==> src/rtl/dds_sweep_ctrl.sv <==
// Frequency-sweep sequencer for the DDS frequency word.
// Steps freq_out from f_start to f_stop in f_step increments, holding each
// value for D = max(dwell, 1) clocks. Mode 0 sweeps up once; mode 1 bounces
// between f_start and f_stop indefinitely until aborted.
module dds_sweep_ctrl #(
    parameter int FREQ_W  = 20,
    parameter int DWELL_W = 16
) (
    input  logic              clk,
    input  logic              rst_n,
    input  logic              cfg_we,
    input  logic [1:0]        cfg_addr,
    input  logic [FREQ_W-1:0] cfg_wdata,
    input  logic              mode,
    input  logic              start,
    input  logic              abort,
    output logic [FREQ_W-1:0] freq_out,
    output logic              freq_vld,
    output logic              busy,
    output logic              done,
    output logic              cfg_err
);

    typedef enum logic {S_IDLE, S_RUN} state_t;

    state_t              r_state, w_state_nxt;
    logic [FREQ_W-1:0]   r_f_start, r_f_stop, r_f_step;
    logic [DWELL_W-1:0]  r_dwell;
    logic [FREQ_W-1:0]   r_freq, w_freq_nxt;
    logic [DWELL_W-1:0]  r_cnt, w_cnt_nxt;
    logic                r_mode, w_mode_nxt;
    logic                r_dir_up, w_dir_up_nxt;
    logic                r_vld, w_vld_nxt;
    logic                r_busy, w_busy_nxt;
    logic                r_done, w_done_nxt;
    logic                r_err, w_err_nxt;

    logic [DWELL_W-1:0]  w_dwell_last;
    logic [FREQ_W:0]     w_sum, w_diff;
    logic [FREQ_W-1:0]   w_up_val, w_dn_val;
    logic                w_start_ok, w_cfg_ok;

    // Last count value of a dwell period; a zero dwell behaves like one.
    assign w_dwell_last = (r_dwell == '0) ? '0 : r_dwell - DWELL_W'(1);

    // One extra bit keeps the step arithmetic from wrapping at either end.
    assign w_sum    = {1'b0, r_freq} + {1'b0, r_f_step};
    assign w_diff   = {1'b0, r_freq} - {1'b0, r_f_step};
    assign w_up_val = (w_sum > {1'b0, r_f_stop}) ? r_f_stop : w_sum[FREQ_W-1:0];
    assign w_dn_val = (w_diff[FREQ_W] || (w_diff[FREQ_W-1:0] < r_f_start))
                      ? r_f_start : w_diff[FREQ_W-1:0];

    assign w_start_ok = (r_f_start <= r_f_stop) && (r_f_step != '0);
    assign w_cfg_ok   = cfg_we && (r_state == S_IDLE);

    // Config register file; only writable while idle.
    always_ff @(posedge clk or negedge rst_n) begin
        if (!rst_n) begin
            r_f_start <= '0;
            r_f_stop  <= '0;
            r_f_step  <= '0;
            r_dwell   <= '0;
        end else if (w_cfg_ok) begin
            case (cfg_addr)
                2'd0:    r_f_start <= cfg_wdata;
                2'd1:    r_f_stop  <= cfg_wdata;
                2'd2:    r_f_step  <= cfg_wdata;
                default: r_dwell   <= cfg_wdata[DWELL_W-1:0];
            endcase
        end
    end

    // Sweep state and registered outputs.
    always_ff @(posedge clk or negedge rst_n) begin
        if (!rst_n) begin
            r_state  <= S_IDLE;
            r_freq   <= '0;
            r_cnt    <= '0;
            r_mode   <= 1'b0;
            r_dir_up <= 1'b1;
            r_vld    <= 1'b0;
            r_busy   <= 1'b0;
            r_done   <= 1'b0;
            r_err    <= 1'b0;
        end else begin
            r_state  <= w_state_nxt;
            r_freq   <= w_freq_nxt;
            r_cnt    <= w_cnt_nxt;
            r_mode   <= w_mode_nxt;
            r_dir_up <= w_dir_up_nxt;
            r_vld    <= w_vld_nxt;
            r_busy   <= w_busy_nxt;
            r_done   <= w_done_nxt;
            r_err    <= w_err_nxt;
        end
    end

    // Next-state logic: start/abort handling, dwell counting and stepping.
    always_comb begin
        w_state_nxt  = r_state;
        w_freq_nxt   = r_freq;
        w_cnt_nxt    = r_cnt;
        w_mode_nxt   = r_mode;
        w_dir_up_nxt = r_dir_up;
        w_vld_nxt    = 1'b0;
        w_busy_nxt   = r_busy;
        w_done_nxt   = 1'b0;
        w_err_nxt    = cfg_we && (r_state == S_RUN);

        case (r_state)
            S_IDLE: begin
                if (!abort && start) begin
                    if (w_start_ok) begin
                        w_state_nxt  = S_RUN;
                        w_mode_nxt   = mode;
                        w_freq_nxt   = r_f_start;
                        w_dir_up_nxt = 1'b1;
                        w_cnt_nxt    = '0;
                        w_vld_nxt    = 1'b1;
                        w_busy_nxt   = 1'b1;
                    end else begin
                        w_err_nxt    = 1'b1;
                    end
                end
            end
            default: begin
                if (abort) begin
                    // Abort beats a coincident step; freq_out freezes.
                    w_state_nxt = S_IDLE;
                    w_busy_nxt  = 1'b0;
                end else if (r_cnt != w_dwell_last) begin
                    w_cnt_nxt = r_cnt + DWELL_W'(1);
                end else begin
                    w_cnt_nxt = '0;
                    if (r_dir_up) begin
                        if (r_freq == r_f_stop) begin
                            if (!r_mode) begin
                                w_state_nxt = S_IDLE;
                                w_busy_nxt  = 1'b0;
                                w_done_nxt  = 1'b1;
                            end else begin
                                w_dir_up_nxt = 1'b0;
                                w_freq_nxt   = w_dn_val;
                                w_vld_nxt    = 1'b1;
                            end
                        end else begin
                            w_freq_nxt = w_up_val;
                            w_vld_nxt  = 1'b1;
                        end
                    end else begin
                        if (r_freq == r_f_start) begin
                            w_dir_up_nxt = 1'b1;
                            w_freq_nxt   = w_up_val;
                        end else begin
                            w_freq_nxt   = w_dn_val;
                        end
                        w_vld_nxt = 1'b1;
                    end
                end
            end
        endcase
    end

    assign freq_out = r_freq;
    assign freq_vld = r_vld;
    assign busy     = r_busy;
    assign done     = r_done;
    assign cfg_err  = r_err;

endmodule

==> config.mk <==
export PLATFORM = sky130hd
export DESIGN_NAME = dds_sweep_ctrl
export DESIGN_NICKNAME = d
export VERILOG_FILES = /design/src/rtl/dds_sweep_ctrl.sv
export SDC_FILE = /design/constraint.sdc
export NUM_CORES = 1
export LEC_CHECK = 0
export BUFFER_PORTS_ARGS = -buffer_cell sky130_fd_sc_hd__clkbuf_2
export CAP_MARGIN = 10
export CORE_UTILIZATION = 56
export DETAILED_ROUTE_END_ITERATION = 16
export GPL_ROUTABILITY_DRIVEN = 0
export PLACE_DENSITY = 0.74
export SETUP_SLACK_MARGIN = 0.1
export SYNTH_ARGS = -nofsm -noshare
export SYNTH_HDL_FRONTEND = slang
export SYNTH_SLANG_ARGS = --single-unit
==> constraint.sdc <==
create_clock -name clk -period 6.8 [get_ports clk]
set_input_delay 1.02 -clock clk [delete_from_list [all_inputs] [get_ports clk]]
set_output_delay 1.02 -clock clk [all_outputs]
set_load 0.05 [all_outputs]
# After elaboration in Yosys (flattened, before gate mapping)
# Cells that the tools add are included.
[classes]
n_addsub = 4
muxes = 51
order_cmp = 3
eq_ne = 12
bitwise_logic = 2
reduce_logical = 21
[ops]
columns = ["op", "count"]
rows = [
  ["$mux W20", 11],
  ["$mux W16", 6],
  ["$eq A20 B20 Y1", 2],
  ["$mux W1", 34],
  ["$add A20 B20 Y21", 1],
  ["$gt A21 B20 Y1", 1],
  ["$sub A20 B20 Y21", 1],
  ["$le A20 B20 Y1", 1],
  ["$lt A20 B20 Y1", 1],
  ["$reduce_bool A20 Y1", 1],
  ["$add A16 B1 Y16 const B", 1],
  ["$logic_not A16 Y1", 1],
  ["$ne A16 B16 Y1", 1],
  ["$sub A16 B1 Y16 const B", 1],
  ["$reduce_and A2 Y1", 4],
  ["$ne A3 B2 Y1 const B", 2],
  ["$ne A3 B3 Y1 const B", 2],
  ["$reduce_and A3 Y1", 2],
  ["$reduce_and A6 Y1", 1],
  ["$reduce_and A5 Y1", 1],
  ["$logic_and A1 B1 Y1", 4],
  ["$ne A2 B2 Y1 const B", 2],
  ["$ne A4 B4 Y1 const B", 1],
  ["$reduce_and A4 Y1", 1],
  ["other kinds (8)", 10],
]
[word_totals]
reg_bits = 119
word_cells = 106
output_inout_bits = 24

# Depth between registers and ports, before layout
# Gate-level depths: netlist of run 1.
[logic_depth]
ltp_word = 10
ltp_mapped = 22

# Worst setup path after synthesis of run 1
# Ideal clock, no wire load.
[synth_path]
path_kind = "register -> register"
from = "register r_freq[2] (netlist: freq_out[2])"
to = "register r_freq[5] (netlist: freq_out[5])"
synth_period_minus_slack_ns = 5.190
required_time_ns = 6.675
path_slack_ns = 1.610
t_arrival_ns = 5.064
setup_ns = 0.125
path_stages_with_launch = 21
cell_sequence = "dfrtp_1 > ha_1 > clkbuf_1 > o21bai_1 > a2111oi_0 > o211ai_1 > a311oi_1 > o31ai_1 > xnor2_1 > ha_1 > a211oi_1 > nand2_1 > o221ai_1 > a21oi_1 > a211oi_1 > and2_1 > buf_2 > buf_2 > mux2i_1 > o21ai_0 > mux2_4"
[synth_via]
elab_chain_len = 10
elab_cells_between_ends = 18
classes_between = "add/sub (2); order compare (2); eq/ne (3); mux (9); reduce/logical (2)"
[synth_lines]
columns = ["item", "line", "rtl"]
rows = [
  ["from (decl)", "29", "logic [FREQ_W-1:0] r_freq, w_freq_nxt;"],
  ["from (signal assigned)", "87", "r_freq <= w_freq_nxt;"],
  ["$sub A20 B20 Y21", "48", "assign w_diff = {1'b0, r_freq} - {1'b0, r_f_step};"],
  ["$lt A20 B20 Y1", "50", "assign w_dn_val = (w_diff[FREQ_W] || (w_diff[FREQ_W-1:0] < r_f_start))"],
  ["$logic_or A1 B1 Y1", "50", ""],
  ["$mux W20", "51", "? r_f_start : w_diff[FREQ_W-1:0];"],
  ["$mux W20", "137", "if (!r_mode) begin"],
  ["$mux W20", "136", "if (r_freq == r_f_stop) begin"],
  ["$mux W20", "135", "if (r_dir_up) begin"],
  ["$mux W20", "131", "end else if (r_cnt != w_dwell_last) begin"],
  ["$mux W20", "127", "if (abort) begin"],
  ["$mux W20", "110", "case (r_state)"],
]
# Several ways; a longest one is shown, not always the timed one. The select of a mux whose other input is x is not followed.
# A chain may end at the register's enable or synchronous reset.

# Final worst setup path of run 1
[layout_path]
from = "register r_freq[2] (netlist: freq_out[2])"
to = "register r_freq[2] (netlist: freq_out[2])"
# The elaborated chain is that of the path after synthesis.

==> results.json, run 1 <==
{
  "fin_crit_sh_pct": 90.39,
  "async_flop_share_pct": 100.0,
  "fp.dieArea_um2": 18600,
  "grt_max_degree": 66,
  "rows": 48,
  "design_area_um2": 11080,
  "ys_seq_area_share_pct": 29.46,
  "crit_required_ns": 7.11,
  "vias": 9249,
  "die_w_um": 136.4,
  "wire_per_inst_um": 22.53,
  "cp.arrival_ns": 6.46,
  "final-instance-count-excl-fill": 1417,
  "crit_buf_inv": 1,
  "insertion_delay_ns": 0.43,
  "fmax_mhz": 162.7,
  "critPathMostFrequentCell": "a211oi_1",
  "multi_input_area_um2": 6556,
  "crit_path_start_kind": "flip-flop",
  "min_period_ns": 6.147,
  "drv_slew": 0,
  "avgSynthCellArea_um2": 8.763,
  "cp_max_fo": 11,
  "ios": 52,
  "placed_area_um2": 10480,
  "cap_violations": 0,
  "max_slew.worst_pin.slew_ns": 0.8643,
  "antennaDiodeCount": 0,
  "wl_mm": 31.92,
  "synth_top_area_share_pct": 29.20,
  "cts_buffer_depth": 2,
  "grt_first_pass_wirelength_mm": 50.47,
  "path_clk_slew_ns": 0.06,
  "grt.overflow.total": 0,
  "dieHeight_um": 136.4,
  "endpoint_kind": "flip-flop",
  "synthFlopType": "dfrtp_1",
  "cts_hold_buf": 0,
  "ys_types": 84,
  "critical_path.slowest_cell": "a2111oi_0",
  "cts_buffers": 17,
  "via_per_inst": 6.527,
  "synth_common_cells": "dfrtp_1, nand2_1, ha_1",
  "timing_hold_violations_final": 0,
  "setup_viol": 0,
  "drt-pass1-iter-count": 5,
  "ant_nets": 0,
  "ys_ff_latch": 119,
  "grt_setup_unrepaired": "no",
  "max_stage_delay_ns": 0.81,
  "status": "completed",
  "synth.area.top_cells": "dfrtp_1, ha_1, xnor2_1",
  "ys_warn_count": 0,
  "drive_above_1_share_pct": 13.34,
  "synth_most_common_cell": "dfrtp_1",
  "grt_usage_pct": 36.33,
  "cts_setup_buffers": 0,
  "critPathKind": "flip-flop to flip-flop",
  "grt_antenna_before_repair": 0,
  "first_global_vias": 8958,
  "critPathTopFamily": "compound AO/OA/AOI/OAI gates",
  "slew-limit-headroom_pct": 40.89,
  "crit_chain": "ha_1, o21bai_1, a2111oi_0, o211ai_1, a311oi_1, o31ai_1, xnor2_1, ha_1, a211oi_1, nand2_1, a211oi_1, o21ai_0, a211oi_1, and2_1, buf_4, mux2i_1, o21ai_0, mux2_4",
  "io_buffers": 51,
  "dp.cells": 1385,
  "setup_tns_ns": 0,
  "regArea_um2": 2979,
  "n_fill_cell": 1480,
  "root_buffer": "clkbuf_16",
  "htree_levels": 4,
  "syn_inst": 1154,
  "core_um2": 17480,
  "min_path_type": "flip-flop to flip-flop",
  "cts_resized": 0,
  "netlist_area_um2": 10110,
  "drc_errors": 0,
  "synth_nets": 1285,
  "final_nets": 1310,
  "cts_tree": "built",
  "fin_hold_ws_ns": 0.5244,
  "start_util_pct": 57.86,
  "synth_edf_count": 0,
  "drtIter0Drc": 879,
  "areaGrowthSynthToFinish_pct": 9.589,
  "hpwl_mm": 24.45,
  "yosysTopAreaCell": "dfrtp_1",
  "cts_sinks": 119,
  "skew_ns": 0.01230
}
-- path summary, 6_finish.rpt --
| kind | endpoint | slack [ns] | cells after the start | from |
|---|---|---|---|---|
| hold / removal | r_dir_up | 0.52 | 2 | r_dir_up |
| max in group asynchronous | busy | 4.85 | 2 | rst_n |
| setup reg to reg | freq_out[2] | 0.65 | 18 | freq_out[2] |
| min in group asynchronous | r_cnt[6] | 0.64 | 1 | rst_n |
| hold reg to reg | r_dir_up | 0.52 | 2 | r_dir_up |
| setup / recovery | freq_out[2] | 0.65 | 18 | freq_out[2] |
-- layout make-up --
cell class	count	area share, %
multi-input cells	888	59.16
flip-flops and latches	119	26.88
clock buffers	19	4.087
inverters	95	3.218
repair buffers	58	2.800
well taps	225	2.540
clock inverters	13	1.310
-- kinds of logic (layout without fill, tap and decap cells) --
| logic type | Yosys count | after routing | share of synthesized area [%] |
|---|---|---|---|
| muxes | 54 | 54 | 6.409 |
| buffers and inverters | 147 | 185 | 6.063 |
| xor gates and xnor gates | 93 | 93 | 8.191 |
| and+or+nand+nor | 325 | 325 | 16.58 |
| adders and majority gates | 103 | 103 | 12.89 |
| AOI/OAI and AO/OA | 313 | 313 | 20.40 |
| DFF | 119 | 119 | 29.46 |
-- state kept, by name, indices dropped and copies added, names as in the netlist, 16 cells and up --
signal / count
r_f_start: 20
r_cnt: 16
r_f_stop: 20
r_dwell: 16
freq_out: 20
r_f_step: 20
-- worst min-delay path: cells and delay by family (launching register included) --
family	cells	cell delay, ns
flip-flops	1	0.39
AO/OA/AOI/OAI	2	0.14
-- metrics by stage --
stage               util [%]  setup WS [ns]
detailed placement     59.99         0.7903
global route           63.41         0.2723
global placement       59.99         0.9201
finish                 63.41         0.6535
CTS                    63.41         0.7353
floorplan                  -          1.610
-- per-layer routing --
layer	vias to the layer above	wire [um]	track usage (%)
met2	493	13790	54.26
met3	116	3162	9.396
met4	0	1474	17.96
li1	4221	-	-
met1	4419	13500	48.41
met5	-	0	0
-- placed cells by master, fill, tap and decap left out, types with 14 or more instances in the layout --
cell / n
a211oi_1: 15
a21o_1: 21
a21oi_1: 54
clkbuf_16: 17
clkbuf_2: 50
dfrtp_1: 118
ha_1: 101
inv_1: 95
mux2_2: 22
mux2_4: 16
mux2i_1: 16
nand2_1: 106
nand3_1: 18
nand4_1: 25
nor2_1: 59
nor3_1: 26
nor4_1: 20
o211ai_1: 14
o21ai_0: 96
xnor2_1: 65
xor2_1: 27
Power of run 1 is left out: the tool's default activity adds up to more than one toggle a clock period on the data nets, which glitch-free logic cannot reach.
==> run 2, diff against run 1 <==
--- a/config.mk
+++ b/config.mk
@@ -10,7 +10,7 @@
 export CORE_UTILIZATION = 56
 export DETAILED_ROUTE_END_ITERATION = 16
 export GPL_ROUTABILITY_DRIVEN = 0
-export PLACE_DENSITY = 0.74
+export PLACE_DENSITY_LB_ADDON = 0.12
 export SETUP_SLACK_MARGIN = 0.1
 export SYNTH_ARGS = -nofsm -noshare
 export SYNTH_HDL_FRONTEND = slang
==> results.json, run 2 (synthesis results as in run 1) <==
{
  "vias": 9106,
  "path_clk_slew_ns": 0.06,
  "r2r_start": "freq_out[2]",
  "insertion_delay_ns": 0.44,
  "crit_path_start_kind": "flip-flop",
  "grt_setup_unrepaired": "no",
  "hold_path_depth": 2,
  "grt_first_pass_wirelength_mm": 49.74,
  "min_period_ns": 6.157,
  "endpoint_kind": "flip-flop",
  "rows": 48,
  "cts_sinks": 119,
  "final_cell_mix": "dfrtp_1, nand2_1, ha_1",
  "fin_crit_sh_pct": 90.54,
  "die_w_um": 136.4,
  "slew-limit-headroom_pct": 39.79,
  "crit_buf_inv": 2,
  "status": "completed",
  "max_slew.worst_pin.slew_ns": 0.9031,
  "io_buffers": 51,
  "crit_chain": "ha_1, o21bai_1, a2111oi_0, o211ai_1, a311oi_1, o21ai_1, xnor2_1, inv_1, ha_1, a211oi_1, nand2_1, a211oi_1, o21ai_0, a211oi_1, and2_1, buf_4, mux2i_1, o21ai_0, mux2_4",
  "dieHeight_um": 136.4,
  "final_common_cell": "dfrtp_1",
  "setup_viol": 0,
  "critPathMostFrequentCell": "a211oi_1",
  "areaGrowthSynthToFinish_pct": 9.812,
  "max_stage_delay_ns": 0.66,
  "cp_max_fo": 11,
  "ios": 52,
  "hpwl_mm": 24.46,
  "hp-start": "r_dir_up",
  "wl_mm": 32.01,
  "drv_slew": 0,
  "grt_usage_pct": 36.33,
  "critPathKind": "flip-flop to flip-flop",
  "skew_ns": 0.01360,
  "cts_tree": "built",
  "root_buffer": "clkbuf_16",
  "cts_setup_buffers": 0,
  "fmax_mhz": 162.4,
  "drive_above_1_share_pct": 13.15,
  "final_nets": 1312,
  "cts_buffer_depth": 2,
  "hold_end": "r_dir_up",
  "wire_per_inst_um": 22.55,
  "cp.arrival_ns": 6.48,
  "htree_levels": 4,
  "cts_buffers": 17,
  "reg2reg_slack_ns": 0.64,
  "grt.overflow.total": 0,
  "critical_path.slowest_cell": "a2111oi_0",
  "grt_max_degree": 68,
  "fp.dieArea_um2": 18600,
  "drtIter0Drc": 993,
  "grt_antenna_before_repair": 0,
  "drc_errors": 0,
  "ant_nets": 0,
  "core_um2": 17480,
  "antennaDiodeCount": 0,
  "cts_resized": 0,
  "via_per_inst": 6.417,
  "setup_tns_ns": 0,
  "cap_violations": 0,
  "rr_endpoint": "freq_out[5]",
  "min_path_type": "flip-flop to flip-flop",
  "cts_hold_buf": 0,
  "start_util_pct": 57.86,
  "critPathTopFamily": "compound AO/OA/AOI/OAI gates",
  "timing_hold_violations_final": 0,
  "drt-pass1-iter-count": 6,
  "first_global_vias": 8657,
  "r2r_cells": 19,
  "crit_required_ns": 7.13
}
-- run 2: changes by cell type in the layout (fill, tap and decap cells not counted) --
cell        before  now
buf_4            8   10
clkinv_4         3    1
bufinv_16        2    3
inv_6            3    0
clkbuf_1         0    4
clkinvlp_4       3    2
clkbuf_8         2    3
-- run 2: worst max path at each step --
stage / from / endpoint / slack (ns) / cells past startpoint
after floorplan: freq_out[2] / freq_out[5] / 1.61 / 20
after CTS: freq_out[2] / freq_out[5] / 0.76 / 18
final: freq_out[2] / freq_out[5] / 0.64 / 19
after global placement: freq_out[2] / freq_out[5] / 0.84 / 19
after detailed placement: freq_out[2] / freq_out[3] / 0.82 / 18
after global routing: freq_out[2] / freq_out[5] / 0.18 / 19
-- run 2: layer usage --
| layer | wire (um) | share of wire (%) | GRT usage (%) | vias up |
|---|---|---|---|---|
| met5 | 0 | 0 | 0 | - |
| met4 | 1459 | 4.6 | 17.53 | 0 |
| met3 | 3012 | 9.4 | 8.911 | 106 |
| met2 | 13550 | 42 | 53.30 | 455 |
| met1 | 13980 | 44 | 49.74 | 4331 |
| li1 | - | - | - | 4214 |
-- run 2: worst min-delay path: stages, from the launching register on --
cell	delay, ns
dfstp_2	0.40
o31ai_1	0.07
o31ai_1	0.06
-- run 2: stage by stage --
stage / setup WS (ns) / hold WS [ns] / util, % / area, um2 / std cells
finish: 0.6433 / 0.5362 / 63.54 / 11100 / 1419
global route: 0.1804 / 0.5412 / 63.54 / 11100 / 1419
CTS: 0.7629 / 0.5237 / 63.54 / 11100 / 1419
detailed placement: 0.8231 / 0.5181 / 60.07 / 10500 / 1387
global placement: 0.8431 / 0.5071 / 60.07 / 10500 / 1387
floorplan: 1.610 / 0.4705 / - / 10110 / 1154
-- run 2: final cells by class --
class	count	area, um2
clock buffers	24	481.7
clock inverters	8	123.9
fillers	1502	6372
inverters	95	356.6
multi-input cells	888	6556
flip-flops and latches	119	2979
well taps	225	281.5
repair buffers	60	325.3
Power of run 2 is left out for the same reason.
==> run 3, diff against run 2 <==
--- a/config.mk
+++ b/config.mk
@@ -10,6 +10,7 @@
 export CORE_UTILIZATION = 56
 export DETAILED_ROUTE_END_ITERATION = 16
 export GPL_ROUTABILITY_DRIVEN = 0
+export MAX_ROUTING_LAYER = met4
 export PLACE_DENSITY_LB_ADDON = 0.12
 export SETUP_SLACK_MARGIN = 0.1
 export SYNTH_ARGS = -nofsm -noshare
==> constraint.sdc (replaced) <==
create_clock -name clk -period 5.5 [get_ports clk]
set_input_delay 0.825 -clock clk [delete_from_list [all_inputs] [get_ports clk]]
set_output_delay 0.825 -clock clk [all_outputs]
set_load 0.05 [all_outputs]
==> results.json, run 3 (synthesis results as in run 1) <==
{
  "drc_errors": 0,
  "cts_buffer_depth": 2,
  "crit_path_start_kind": "flip-flop",
  "ant_nets": 0,
  "grt_max_degree": 73,
  "timing_hold_violations_final": 0,
  "cts_tree": "built",
  "start_util_pct": 57.86,
  "crit_buf_inv": 2,
  "n_fill_cell": 1475,
  "first_global_vias": 8782,
  "min_period_ns": 5.176,
  "grt_usage_pct": 37.90,
  "cts_sinks": 119,
  "grt_setup_unrepaired": "yes",
  "crit_required_ns": 5.82,
  "cap_violations": 0,
  "dieHeight_um": 136.4,
  "fin_util_pct": 64.78,
  "skew_ns": 0.005503,
  "die_w_um": 136.4,
  "wl_met2_mm": 14.17,
  "via_per_inst": 6.425,
  "routed-wl-met3_mm": 3.347,
  "cts_hold_buf": 0,
  "rows": 48,
  "met1_length_mm": 13.90,
  "critical_path.slowest_cell": "or3b_2",
  "setup_viol": 0,
  "io_buffers": 51,
  "cp.depth": 20,
  "fin_crit_sh_pct": 94.10,
  "ios": 52,
  "wl_mm": 32.65,
  "htree_levels": 4,
  "highest_layer": "met4",
  "areaGrowthSynthToFinish_pct": 11.96,
  "r2r_cells": 20,
  "final_common_cell": "dfrtp_1",
  "max_slew.worst_pin.slew_ns": 0.9949,
  "endpoint_kind": "flip-flop",
  "drv_slew": 0,
  "critPathKind": "flip-flop to flip-flop",
  "critPathTopFamily": "compound AO/OA/AOI/OAI gates",
  "status": "completed",
  "min_path_type": "primary input to async pin",
  "wire_per_inst_um": 22.74,
  "final_cell_mix": "dfrtp_1, nand2_1, ha_1",
  "core_um2": 17480,
  "grt_first_pass_wirelength_mm": 50.56,
  "drive_above_1_share_pct": 15.70,
  "crit_chain": "inv_1, ha_1, inv_1, fa_1, a211oi_2, o21bai_2, o31ai_4, nor2b_4, o21ai_0, xnor2_1, ha_1, and4_1, o21ai_0, or3b_2, a31oi_1, a21oi_2, and4_4, a222oi_1, o31ai_1, mux2_4",
  "grt.overflow.total": 0,
  "final_nets": 1328,
  "hpwl_mm": 25.02,
  "insertion_delay_ns": 0.44,
  "root_buffer": "clkbuf_16",
  "path_clk_slew_ns": 0.06,
  "fp.dieArea_um2": 18600,
  "fmax_mhz": 193.2,
  "cp.arrival_ns": 5.49,
  "max_stage_delay_ns": 0.47,
  "drtIter0Drc": 1013,
  "cp_max_fo": 10,
  "drt-pass1-iter-count": 6,
  "vias": 9227,
  "grt_antenna_before_repair": 1,
  "cts_buffers": 17,
  "slew-limit-headroom_pct": 33.57
}
## run 3: worst paths after layout
kind                              from           end  slack [ns]
max                        freq_out[0]  freq_out[19]        0.32
min                              rst_n      r_cnt[2]        0.53
max reg2reg                freq_out[0]  freq_out[19]        0.32
min reg2reg                   r_dir_up      r_dir_up        0.53
max in group asynchronous        rst_n  r_f_stop[16]        3.81
min in group clk              r_dir_up      r_dir_up        0.53
## run 3: per-stage QoR
step           instances  instance area, um2  setup TNS, ns  setup WS (ns)  hold slack (ns)
6_report            1436               11320              0         0.3245           0.5263
5_1_grt             1436               11320              0        0.02551           0.5628
4_1_cts             1433               11230              0         0.1188           0.5295
3_5_place_dp        1401               10600       -0.03121       -0.03121           0.5258
3_3_place_gp        1401               10600       -0.01254       -0.01254           0.4999
2_1_floorplan       1154               10110              0         0.3103           0.4705
## run 3: area by class of cell
type | count | area [um2] | area share, %
Multi-Input combinational cell | 888 | 6639 | 58.64
Sequential cell | 119 | 2980 | 26.32
Clock buffer | 27 | 533.0 | 4.708
Timing Repair Buffer | 76 | 445.4 | 3.934
Inverter | 95 | 356.6 | 3.150
Tap cell | 225 | 281.5 | 2.486
Clock inverter | 5 | 83.83 | 0.7404
Antenna cell | 1 | 2.502 | 0.02210
## run 3: worst reg2reg max path, cell delays in order, from the launching register on
cell and delay [ns]:
dfrtp_1 0.43, inv_1 0.11, ha_1 0.21, inv_1 0.07
fa_1 0.44, a211oi_2 0.32, o21bai_2 0.17, o31ai_4 0.30
nor2b_4 0.25, o21ai_0 0.11, xnor2_1 0.24, ha_1 0.29
and4_1 0.18, o21ai_0 0.08, or3b_2 0.47, a31oi_1 0.21
a21oi_2 0.10, and4_4 0.27, a222oi_1 0.37, o31ai_1 0.15
mux2_4 0.29
## run 3: what timing repair did
| action | in CTS | in global routing |
|---|---|---|
| gates resized for setup | 4 | 18 |
| endpoints found under the setup margin | 14 | 20 |
| buffers inserted | 0 | 2 |
| pin swaps | 0 | 4 |
## run 3: routing by layer
metal	global-route usage [%]	vias to the layer above
li1	-	4244
met2	56.03	497
met4	14.88	0
met1	50.04	4388
met5	-	-
met3	8.576	98
Power of run 3 is left out for the same reason.
